`src/rtl/tqvp_vga_capture.sv`:
```
// VGA-style 2-bpp stream receiver: line targeting, 64-sample capture buffer, capture-done interrupt.
// Optional line-period / frame-height measurement is enabled with `define VGA_CAPTURE_MEASURE_EN.
`timescale 1ns/1ps

module tqvp_vga_capture (
    input  logic        clk,
    input  logic        rst_n,
    input  logic [7:0]  ui_in,
    output logic [7:0]  uo_out,
    input  logic [5:0]  address,
    input  logic [31:0] data_in,
    input  logic [1:0]  data_write_n,
    input  logic [1:0]  data_read_n,
    output logic [31:0] data_out,
    output logic        data_ready,
    output logic        user_interrupt
);

    typedef enum logic [1:0] {IDLE, WAIT_LINE, CAPTURE, DONE_ST} state_t;

    state_t       state_q, state_d;
    logic         hs_q, hs_d, hs_prev_q, hs_prev_d;
    logic         vs_q, vs_d, vs_prev_q, vs_prev_d;
    logic [1:0]   pix_q, pix_d;
    logic         hpol_q, hpol_d, vpol_q, vpol_d, cont_q, cont_d;
    logic         done_q, done_d, short_q, short_d, irq_q, irq_d;
    logic [10:0]  line_q, line_d, line_cnt_q, line_cnt_d;
    logic [11:0]  xstart_q, xstart_d;
    logic [3:0]   step_q, step_d;
    logic [12:0]  x_q, x_d, pos_q, pos_d;
    logic [5:0]   k_q, k_d;
    logic [127:0] buf_q, buf_d;

    logic         hs_act, hs_act_prev, vs_act, vs_act_prev;
    logic         hs_assert, hs_deassert, vs_assert;
    logic         wr_en, rd_en, start;
    logic [12:0]  cur_x, cur_pos;
    logic [5:0]   cur_k;
    logic [31:0]  meas_word;
    logic         unused_bits;

    assign uo_out         = 8'h00;
    assign data_ready     = 1'b1;
    assign user_interrupt = irq_q;
    assign unused_bits    = ^{ui_in[7:4], data_in[31:20], data_in[15:12]};

    // Polarity bit equals the level that counts as active.
    assign hs_act      = (hs_q == hpol_q);
    assign hs_act_prev = (hs_prev_q == hpol_q);
    assign vs_act      = (vs_q == vpol_q);
    assign vs_act_prev = (vs_prev_q == vpol_q);
    assign hs_assert   = hs_act & ~hs_act_prev;
    assign hs_deassert = ~hs_act & hs_act_prev;
    assign vs_assert   = vs_act & ~vs_act_prev;

    assign wr_en = (data_write_n != 2'b11);
    assign rd_en = (data_read_n != 2'b11);

    // The detect cycle of the start edge is itself capture cycle x=0.
    assign start   = (state_q == WAIT_LINE) && hs_deassert && (line_cnt_q == line_q);
    assign cur_x   = start ? 13'd0 : x_q;
    assign cur_k   = start ? 6'd0 : k_q;
    assign cur_pos = start ? {1'b0, xstart_q} : pos_q;

    always_comb begin
        state_d    = state_q;
        hs_d       = ui_in[0];
        vs_d       = ui_in[1];
        pix_d      = ui_in[3:2];
        hs_prev_d  = hs_q;
        vs_prev_d  = vs_q;
        hpol_d     = hpol_q;
        vpol_d     = vpol_q;
        cont_d     = cont_q;
        done_d     = done_q;
        short_d    = short_q;
        irq_d      = irq_q;
        line_d     = line_q;
        xstart_d   = xstart_q;
        step_d     = step_q;
        line_cnt_d = line_cnt_q;
        x_d        = x_q;
        pos_d      = pos_q;
        k_d        = k_q;
        buf_d      = buf_q;

        if (vs_assert)
            line_cnt_d = 11'd0;
        else if (hs_assert && (line_cnt_q != 11'h7FF))
            line_cnt_d = line_cnt_q + 11'd1;

        if (rd_en && (address == 6'h00)) begin
            done_d = 1'b0;
            irq_d  = 1'b0;
        end

        if (start || (state_q == CAPTURE)) begin
            if ((state_q == CAPTURE) && vs_assert) begin
                state_d = WAIT_LINE;
            end else if ((state_q == CAPTURE) && hs_assert) begin
                short_d = 1'b1;
                state_d = DONE_ST;
            end else begin
                state_d = CAPTURE;
                x_d     = (cur_x == 13'h1FFF) ? cur_x : cur_x + 13'd1;
                k_d     = cur_k;
                pos_d   = cur_pos;
                if (cur_x == cur_pos) begin
                    buf_d[{cur_k, 1'b0} +: 2] = pix_q;
                    k_d   = cur_k + 6'd1;
                    pos_d = cur_pos + {9'd0, step_q} + 13'd1;
                    if (cur_k == 6'd63)
                        state_d = DONE_ST;
                end
            end
        end else if (state_q == DONE_ST) begin
            done_d  = 1'b1;
            irq_d   = 1'b1;
            state_d = cont_q ? WAIT_LINE : IDLE;
        end

        // CPU writes override any FSM transition in the same cycle.
        if (wr_en) begin
            case (address)
                6'h00: begin
                    hpol_d = data_in[1];
                    vpol_d = data_in[2];
                    cont_d = data_in[3];
                    if (data_in[0]) begin
                        state_d = WAIT_LINE;
                        short_d = 1'b0;
                    end else begin
                        state_d = IDLE;
                    end
                end
                6'h04: line_d = data_in[10:0];
                6'h08: begin
                    xstart_d = data_in[11:0];
                    step_d   = data_in[19:16];
                end
                default: ;
            endcase
        end
    end

    always_ff @(posedge clk) begin
        if (!rst_n) begin
            state_q    <= IDLE;
            hs_q       <= 1'b0;
            vs_q       <= 1'b0;
            pix_q      <= 2'd0;
            hs_prev_q  <= 1'b0;
            vs_prev_q  <= 1'b0;
            hpol_q     <= 1'b0;
            vpol_q     <= 1'b0;
            cont_q     <= 1'b0;
            done_q     <= 1'b0;
            short_q    <= 1'b0;
            irq_q      <= 1'b0;
            line_q     <= 11'd0;
            xstart_q   <= 12'd0;
            step_q     <= 4'd0;
            line_cnt_q <= 11'd0;
            x_q        <= 13'd0;
            pos_q      <= 13'd0;
            k_q        <= 6'd0;
            buf_q      <= 128'd0;
        end else begin
            state_q    <= state_d;
            hs_q       <= hs_d;
            vs_q       <= vs_d;
            pix_q      <= pix_d;
            hs_prev_q  <= hs_prev_d;
            vs_prev_q  <= vs_prev_d;
            hpol_q     <= hpol_d;
            vpol_q     <= vpol_d;
            cont_q     <= cont_d;
            done_q     <= done_d;
            short_q    <= short_d;
            irq_q      <= irq_d;
            line_q     <= line_d;
            xstart_q   <= xstart_d;
            step_q     <= step_d;
            line_cnt_q <= line_cnt_d;
            x_q        <= x_d;
            pos_q      <= pos_d;
            k_q        <= k_d;
            buf_q      <= buf_d;
        end
    end

`ifdef VGA_CAPTURE_MEASURE_EN
    logic [11:0] hp_cnt_q, hp_cnt_d, hperiod_q, hperiod_d;
    logic [10:0] fl_cnt_q, fl_cnt_d, frame_lines_q, frame_lines_d;
    logic        vs_seen_q, vs_seen_d;

    // The first vsync edge after reset only opens a frame; nothing complete to report yet.
    always_comb begin
        hp_cnt_d      = (hp_cnt_q == 12'hFFF) ? hp_cnt_q : hp_cnt_q + 12'd1;
        hperiod_d     = hperiod_q;
        fl_cnt_d      = fl_cnt_q;
        frame_lines_d = frame_lines_q;
        vs_seen_d     = vs_seen_q;
        if (hs_assert) begin
            hp_cnt_d  = 12'd1;
            hperiod_d = hp_cnt_q;
        end
        if (vs_assert) begin
            if (vs_seen_q)
                frame_lines_d = fl_cnt_q;
            vs_seen_d = 1'b1;
            fl_cnt_d  = hs_assert ? 11'd1 : 11'd0;
        end else if (hs_assert && (fl_cnt_q != 11'h7FF)) begin
            fl_cnt_d = fl_cnt_q + 11'd1;
        end
    end

    always_ff @(posedge clk) begin
        if (!rst_n) begin
            hp_cnt_q      <= 12'd0;
            hperiod_q     <= 12'd0;
            fl_cnt_q      <= 11'd0;
            frame_lines_q <= 11'd0;
            vs_seen_q     <= 1'b0;
        end else begin
            hp_cnt_q      <= hp_cnt_d;
            hperiod_q     <= hperiod_d;
            fl_cnt_q      <= fl_cnt_d;
            frame_lines_q <= frame_lines_d;
            vs_seen_q     <= vs_seen_d;
        end
    end

    assign meas_word = {5'd0, frame_lines_q, 4'd0, hperiod_q};
`else
    assign meas_word = 32'd0;
`endif

    always_comb begin
        data_out = 32'd0;
        case (address)
            6'h00: data_out = {26'd0, short_q, done_q, cont_q, vpol_q, hpol_q, (state_q != IDLE)};
            6'h04: data_out = {21'd0, line_q};
            6'h08: data_out = {12'd0, step_q, 4'd0, xstart_q};
            6'h0C: data_out = meas_word;
            6'h10: data_out = buf_q[31:0];
            6'h14: data_out = buf_q[63:32];
            6'h18: data_out = buf_q[95:64];
            6'h1C: data_out = buf_q[127:96];
            default: data_out = 32'd0;
        endcase
    end

endmodule
```
`config.mk`:
```
export PLATFORM = sky130hd
export DESIGN_NAME = tqvp_vga_capture
export DESIGN_NICKNAME = d
export VERILOG_FILES = /design/src/rtl/tqvp_vga_capture.sv
export SDC_FILE = /design/constraint.sdc
export NUM_CORES = 1
export LEC_CHECK = 0
export CORE_MARGIN = 2
export CORE_UTILIZATION = 40
export DETAILED_ROUTE_END_ITERATION = 7
export PLACE_DENSITY = 0.64
export SYNTH_ARGS = -nofsm -noshare
export SYNTH_HDL_FRONTEND = slang
export SYNTH_SLANG_ARGS = --single-unit
```
`constraint.sdc`:
```
create_clock -name clk -period 8.75 [get_ports clk]
set_input_delay 1.75 -clock clk [delete_from_list [all_inputs] [get_ports clk]]
set_output_delay 1.75 -clock clk [all_outputs]
set_load 0.1 [all_outputs]
```
==> impl_metrics.tcl <==
set metrics [dict create \
    min_period_over_period 0.8115 \
    first_global_vias 9479 \
    place.gp.congestion 0.8860 \
    min_from "buf_q[121]$_SDFFE_PN0P_" \
    clock_path_buffers 3 \
    grt_max_degree 77 \
    relSlewSlack 0.1460 \
    ys_top_cells_by_area "dfxtp_1, mux2i_1, nand2_1" \
    cts_tree "done" \
    power.switching_mw 0.4838 \
    drive_above_1_share 0.06951 \
    detail_route.wl_per_cell_um 19.69 \
    vias 9853 \
    cts-hold-fix-buffers 0 \
    io_pins 94 \
    start_util 0.4067 \
    dieHeight_um 169.3 \
    fin_tns_setup_ns 0 \
    synth_top_area_share 0.3883 \
    yosys.area.top_type "dfxtp_1" \
    crit_required_ns 7.00 \
    start_kind "primary input" \
    p_leak_nw 4.793 \
    r2r_cells 12 \
    via_per_inst 5.868 \
    crit_type "in -> out" \
    pwr-share-seq 0.458 \
    yosys_warnings 0 \
    drv_cap 0 \
    cts.sinks 212 \
    area_growth_pct 14.33 \
    insertedDiodeCount 0 \
    die-area_um2 28660 \
    met1_usage 0.3144 \
    cts_resized 0 \
    grt_use_met2 0.3780 \
    synth_edf_count 0 \
    period_needed_ns 7.101 \
    p_int_mw 1.639 \
    ys_seq_area_frac 0.3883 \
    yosysMostFrequentCell "dfxtp_1" \
    async_flop_share 0 \
    setup_viol 0 \
    synth-xor-area-share 0.04247 \
    drtIter0Drc 808 \
    clkTransAtPathRegs_ns 0.06 \
    netlist_top_cells_count "dfxtp_1, nand2_1, mux2i_1" \
    drc_errors 0 \
    use_met3 0.02309 \
    syn_avg_cell_area_um2 8.300 \
    whs_path_depth 2 \
    synthAdderAreaFrac 0.01099 \
    yosys.area_share.simple 0.2495 \
    std_cell_rows 60 \
    synthesis.area_um2 10930 \
    pwr-share-comb 0.049 \
    fmax_mhz 140.8 \
    ys.flop_type "dfxtp_1" \
    postCtsSetupBuffers 0 \
    cp.arrival_ns 5.35 \
    synthCells 1317 \
    ir_drop_mv 0.1284 \
    ant_nets 0 \
    coreArea_um2 26880 \
    grt_setup_unrepaired "false" \
    gr-total-overflow 0 \
    final_hold_viol_count 0 \
    crit_path_start "address[1]" \
    cts_max_level 1 \
    sw_frac_of_total 0.2279 \
    numCtsBuffers 24 \
    hpwl_um 21600 \
    status "completed" \
    fill_cells 2573 \
    grt_antenna_before_repair 0 \
    skew_ns 0.01189 \
    io_buffers 64 \
    yosys.cell_types.count 74 \
    die_x_um 169.3 \
    fin_util 0.4650 \
    worst_pin_slew_ns 1.276 \
    crit_path_end_kind "output pin" \
    fin_nets 1384 \
    report.final.slew_viol_count 0 \
    synth_compound_area_frac 0.1577 \
    r2r_start "line_cnt_q[6]$_SDFFE_PP0P_" \
    synth_seq_cells 212 \
    clk_latency_ns 0.53 \
    drtPass1Iterations 6 \
    gr-max-usage-layer "met2" \
    synth_top_family_by_area "simple AND/OR/NAND/NOR gates" \
    power_density_nw_per_um2 169.8 \
    path_max_fanout 12 \
    synthMuxAreaShare 0.09993 \
    grt_use_total 0.2303 \
    clockRootBuffer "clkbuf_16" \
    grt_pass1_wl_um 53270 \
    min_path_type "reg -> reg" \
    routed_wl_um 33070 \
    p_clk_frac 0.493 \
]
-- cell type report --
cell class,count,area (um2),area share
multi-input cells,990,6187,0.4951
clock buffers,39,758.2,0.06067
repair buffers,82,770.7,0.06167
inverters,13,50.05,0.004005
well taps,341,426.7,0.03414
flip-flops and latches,212,4244,0.3396
clock inverters,2,60.06,0.004806
-- layout by cell type, fill, tap and decap left out, drive strengths merged, types with 15 or more instances in the layout --
| cell type | instances |
|---|---|
| and2 | 16 |
| buf | 19 |
| mux2i | 108 |
| and3 | 22 |
| nand4 | 59 |
| dfxtp | 212 |
| nor3 | 24 |
| nand2 | 195 |
| nand3 | 56 |
| o21ai | 53 |
| a22oi | 64 |
| xnor2 | 25 |
| nor2 | 106 |
| a21oi | 83 |
| clkbuf | 39 |
| o211ai | 15 |
| xor2 | 28 |
| clkdlybuf4s50 | 63 |
-- through the flow --
stage          hold slack (ns)  total power, mW  worst slack [ns]  instances  instance area (um2)
2_1_floorplan           0.4341            1.061             2.552       1324                10960
3_3_place_gp            0.4430            1.095             1.734       1638                11680
3_5_place_dp            0.4472            1.096             1.709       1638                11680
4_1_cts                 0.4572            2.131             1.700       1679                12500
5_1_grt                 0.4772            2.178             1.485       1679                12500
6_report                0.4565            2.123             1.649       1679                12500
-- cell families after synthesis --
| logic type | after synthesis |
|---|---|
| DFF | 212 |
| buffers and inverters | 122 |
| AOI/OAI and AO/OA | 265 |
| and+or+nand+nor | 545 |
| xor gates and xnor gates | 53 |
| adders and majority gates | 9 |
| muxes | 109 |
| other | 2 |
-- final timing paths --
kind              slack (ns)                 endpoint
hold / removal          0.46  buf_q[121]$_SDFFE_PN0P_
setup reg to reg        4.09  buf_q[102]$_SDFFE_PN0P_
setup / recovery        1.65             data_out[19]
hold reg to reg         0.46  buf_q[121]$_SDFFE_PN0P_
-- critical path, cell delays in order --
cell and delay, ns:
clkdlybuf4s50_1 0.40, nor3_1 0.25, nand2_1 0.31, nor3_2 0.88, buf_4 0.34, a222oi_1 0.11, nand2_1 0.16, clkdlybuf4s50_1 1.15
-- power by group through the flow --
| stage | combinational (mW) | sequential, mW | clock, mW |
|---|---|---|---|
| floorplan | 0.0683 | 0.992 | 0 |
| global placement | 0.101 | 0.994 | 0 |
| detailed placement | 0.102 | 0.994 | 0 |
| CTS | 0.102 | 0.972 | 1.06 |
| global route | 0.109 | 0.972 | 1.10 |
| finish | 0.103 | 0.972 | 1.05 |
-- registers in the layout, summed over array words and instances (netlist names) --
register	count
buf_q	128
cont_q	1
done_q	1
hpol_q	1
hs_prev_d	1
hs_prev_q	1
k_q	6
line_cnt_q	11
line_q	11
pix_q	2
pos_q	13
short_q	1
state_q	2
step_q	4
user_interrupt	1
vpol_q	1
vs_prev_d	1
vs_prev_q	1
x_q	13
xstart_q	12
-- per-layer routing --
metal / up-vias / wire length (um) / part of all wire
li1: 4708 / - / -
met1: 4673 / 14620 / 0.44
met2: 403 / 15100 / 0.46
met3: 69 / 2268 / 0.069
met4: 0 / 1079 / 0.033
met5: - / 0 / 0
(Power assumes the default switching activity.)
==> edit (same flow settings) <==
The 4 states of `state_t` get a Gray code encoding in 2 bits.
--- a/src/rtl/tqvp_vga_capture.sv
+++ b/src/rtl/tqvp_vga_capture.sv
@@ -16,7 +16,7 @@
     output logic        user_interrupt
 );
 
-    typedef enum logic [1:0] {IDLE, WAIT_LINE, CAPTURE, DONE_ST} state_t;
+    typedef enum logic [1:0] {IDLE = 2'b00, WAIT_LINE = 2'b01, CAPTURE = 2'b11, DONE_ST = 2'b10} state_t;
 
     state_t       state_q, state_d;
     logic         hs_q, hs_d, hs_prev_q, hs_prev_d;
Check against the original RTL: no difference found for any inputs over 4 cycles, from zero or initial values and one cycle with rst_n low; so few cycles prove little.
==> edit against the original RTL <==
  * Global-route usage shrank 1.2 points
  * Clock power shrank 6%
  * Synthesized area shrank 1.8%
  * Wire length shrank 6.3%
  * Largest cell class unchanged
  * Final area shrank 1.3%
  * Sequential cell count is the same
  * Power shrank 3.8%
  * Worst setup slack lost 0.14 ns
==> edit: results (changes against the original RTL) <==
The flow ran to the end, and the final reports show no timing, DRC or antenna violations. The initial antenna violation count came to 0 (unchanged). The worst slew margin relative to its limit came to 30.2% (+16 points). The wire length of the first global-routing pass is 49700 um (-6.6%). The number of violations reported at the end of detailed-routing iteration 0 is 813 (+0.62%). The distinct cell type count of the synthesized netlist is 61 (-18%). The per-cell routed wire length is 18.5 um (-6.3%).

The number of warnings issued by yosys came out at 0 (unchanged). The share of final-layout standard cells stronger than drive strength 1 came out at 5.36% (-1.6 points). The via count of the first global-routing pass came out at 9227 (-2.7%). The pin count of the biggest net entering global routing came out at 89 (+16%). The layout net count came out at 1391 (+0.51%). The weighted congestion reported at the end of routability-driven placement is 0.882 (-0.41%).

By count the netlist is led by sky130_fd_sc_hd__nand2_1, sky130_fd_sc_hd__dfxtp_1, sky130_fd_sc_hd__mux2i_1, sky130_fd_sc_hd__nor2_1, sky130_fd_sc_hd__clkbuf_1. The count of port buffers added during placement is 64 (unchanged). The post-place instance area is 11600 um2 (-0.98%). The half-perimeter wire length after placement came out at 21600 um (+0.20%). For the worst-skew pair, the clock arrives at the later sink with an insertion delay of 0.52 ns. The worst path arrival time is 5.49 ns (+0.14 ns). The total global routing track utilization came out at 21.8% (-1.2 points).

The cell leakage power came out at 0.00447 uW (-6.6%). The internal reg-to-reg setup slack came to 4.45 ns (+0.36 ns). The worst clock skew came to 0.0140 ns (+0.00207 ns). The pre-CTS worst setup slack is 1.60 ns (-0.112 ns). The post-detailed-route via-to-cell ratio came out at 5.69 (-3.1%). The final period utilization came out at 82.7% (+1.6 points). The maximum fanout along the worst path came to 15 (+3). Ranked by total cell area, the synthesized netlist is headed by sky130_fd_sc_hd__dfxtp_1, sky130_fd_sc_hd__mux2i_1, sky130_fd_sc_hd__nand2_1. The number of fill cells in the layout came out at 2517 (-2.2%). The worst vdd rail ir drop is 0.134 mV (+4.8%). The fraction of the yosys area taken by sequential cells came out at 39.6% (+0.73 points).
[edit: cell types whose count changed after synthesis, sizes merged, moves of 8 or more]
cell / unedited run / this run
buf: 34 / 22
clkbuf: 75 / 67
nor2: 106 / 98
nand3: 56 / 46
a21oi: 83 / 55
and3: 22 / 10
nand2: 195 / 284
or2: 4 / 16
mux2i: 108 / 139
o2111ai: 3 / 14
nand4: 59 / 29
o21ai: 53 / 35
[edit: layout make-up]
type,count,area share (%)
flip-flops and latches,212,34.4
clock buffers,34,5.75
well taps,335,3.40
repair buffers,79,6.13
multi-input cells,1002,49.5
clock inverters,7,0.517
inverters,10,0.304
[edit: metal layers]
layer / GRT usage, % / vias to the layer above / part of all wire (%)
li1: - / 4625 / -
met1: 29.5 / 4554 / 46
met2: 35.5 / 308 / 45
met3: 3.15 / 62 / 6.2
met4: 7.86 / 0 / 3.1
met5: 0 / - / 0
[edit: path summary, 6_finish.rpt]
| check | startpoint | endpoint | cells past startpoint |
|---|---|---|---|
| setup / recovery | address[2] | data_out[11] | 7 |
| hold / removal | buf_q[41]$_SDFFE_PN0P_ | buf_q[41]$_SDFFE_PN0P_ | 2 |
| setup reg to reg | hpol_q$_SDFFE_PN0P_ | buf_q[72]$_SDFFE_PN0P_ | 12 |
| hold reg to reg | buf_q[41]$_SDFFE_PN0P_ | buf_q[41]$_SDFFE_PN0P_ | 2 |
[edit: stage by stage]
stage | utilization, % | std cells | hold WS, ns | total power [uW]
global placement | 44.1 | 1638 | 0.442 | 1070
finish | 47.1 | 1679 | 0.455 | 2040
CTS | 47.1 | 1679 | 0.458 | 2060
detailed placement | 44.1 | 1638 | 0.449 | 1070
floorplan | - | 1313 | 0.434 | 1050
global route | 47.1 | 1679 | 0.474 | 2110
[edit: tightest hold or removal path, delay by kind of cell, from the launching register on]
family,cells,cell delay (ns)
simple gates,1,0.05
flops,1,0.31
mux,1,0.05
[edit: cells by family after synthesis]
kind of cell | count (synthesis) | synth area share, %
and+or+nand+nor | 581 | 24.8
adders and majority gates | 10 | 1.24
DFF | 212 | 39.6
xor gates and xnor gates | 57 | 4.65
buffers and inverters | 99 | 3.90
muxes | 139 | 13.0
other | 2 | 0.0700
AOI/OAI and AO/OA | 206 | 12.8
[edit: report_power, final]
group	total, uW	switching (uW)	internal, uW
Sequential	973	4.57	968
Combinational	80.5	58.7	21.9
Clock	990	399	590
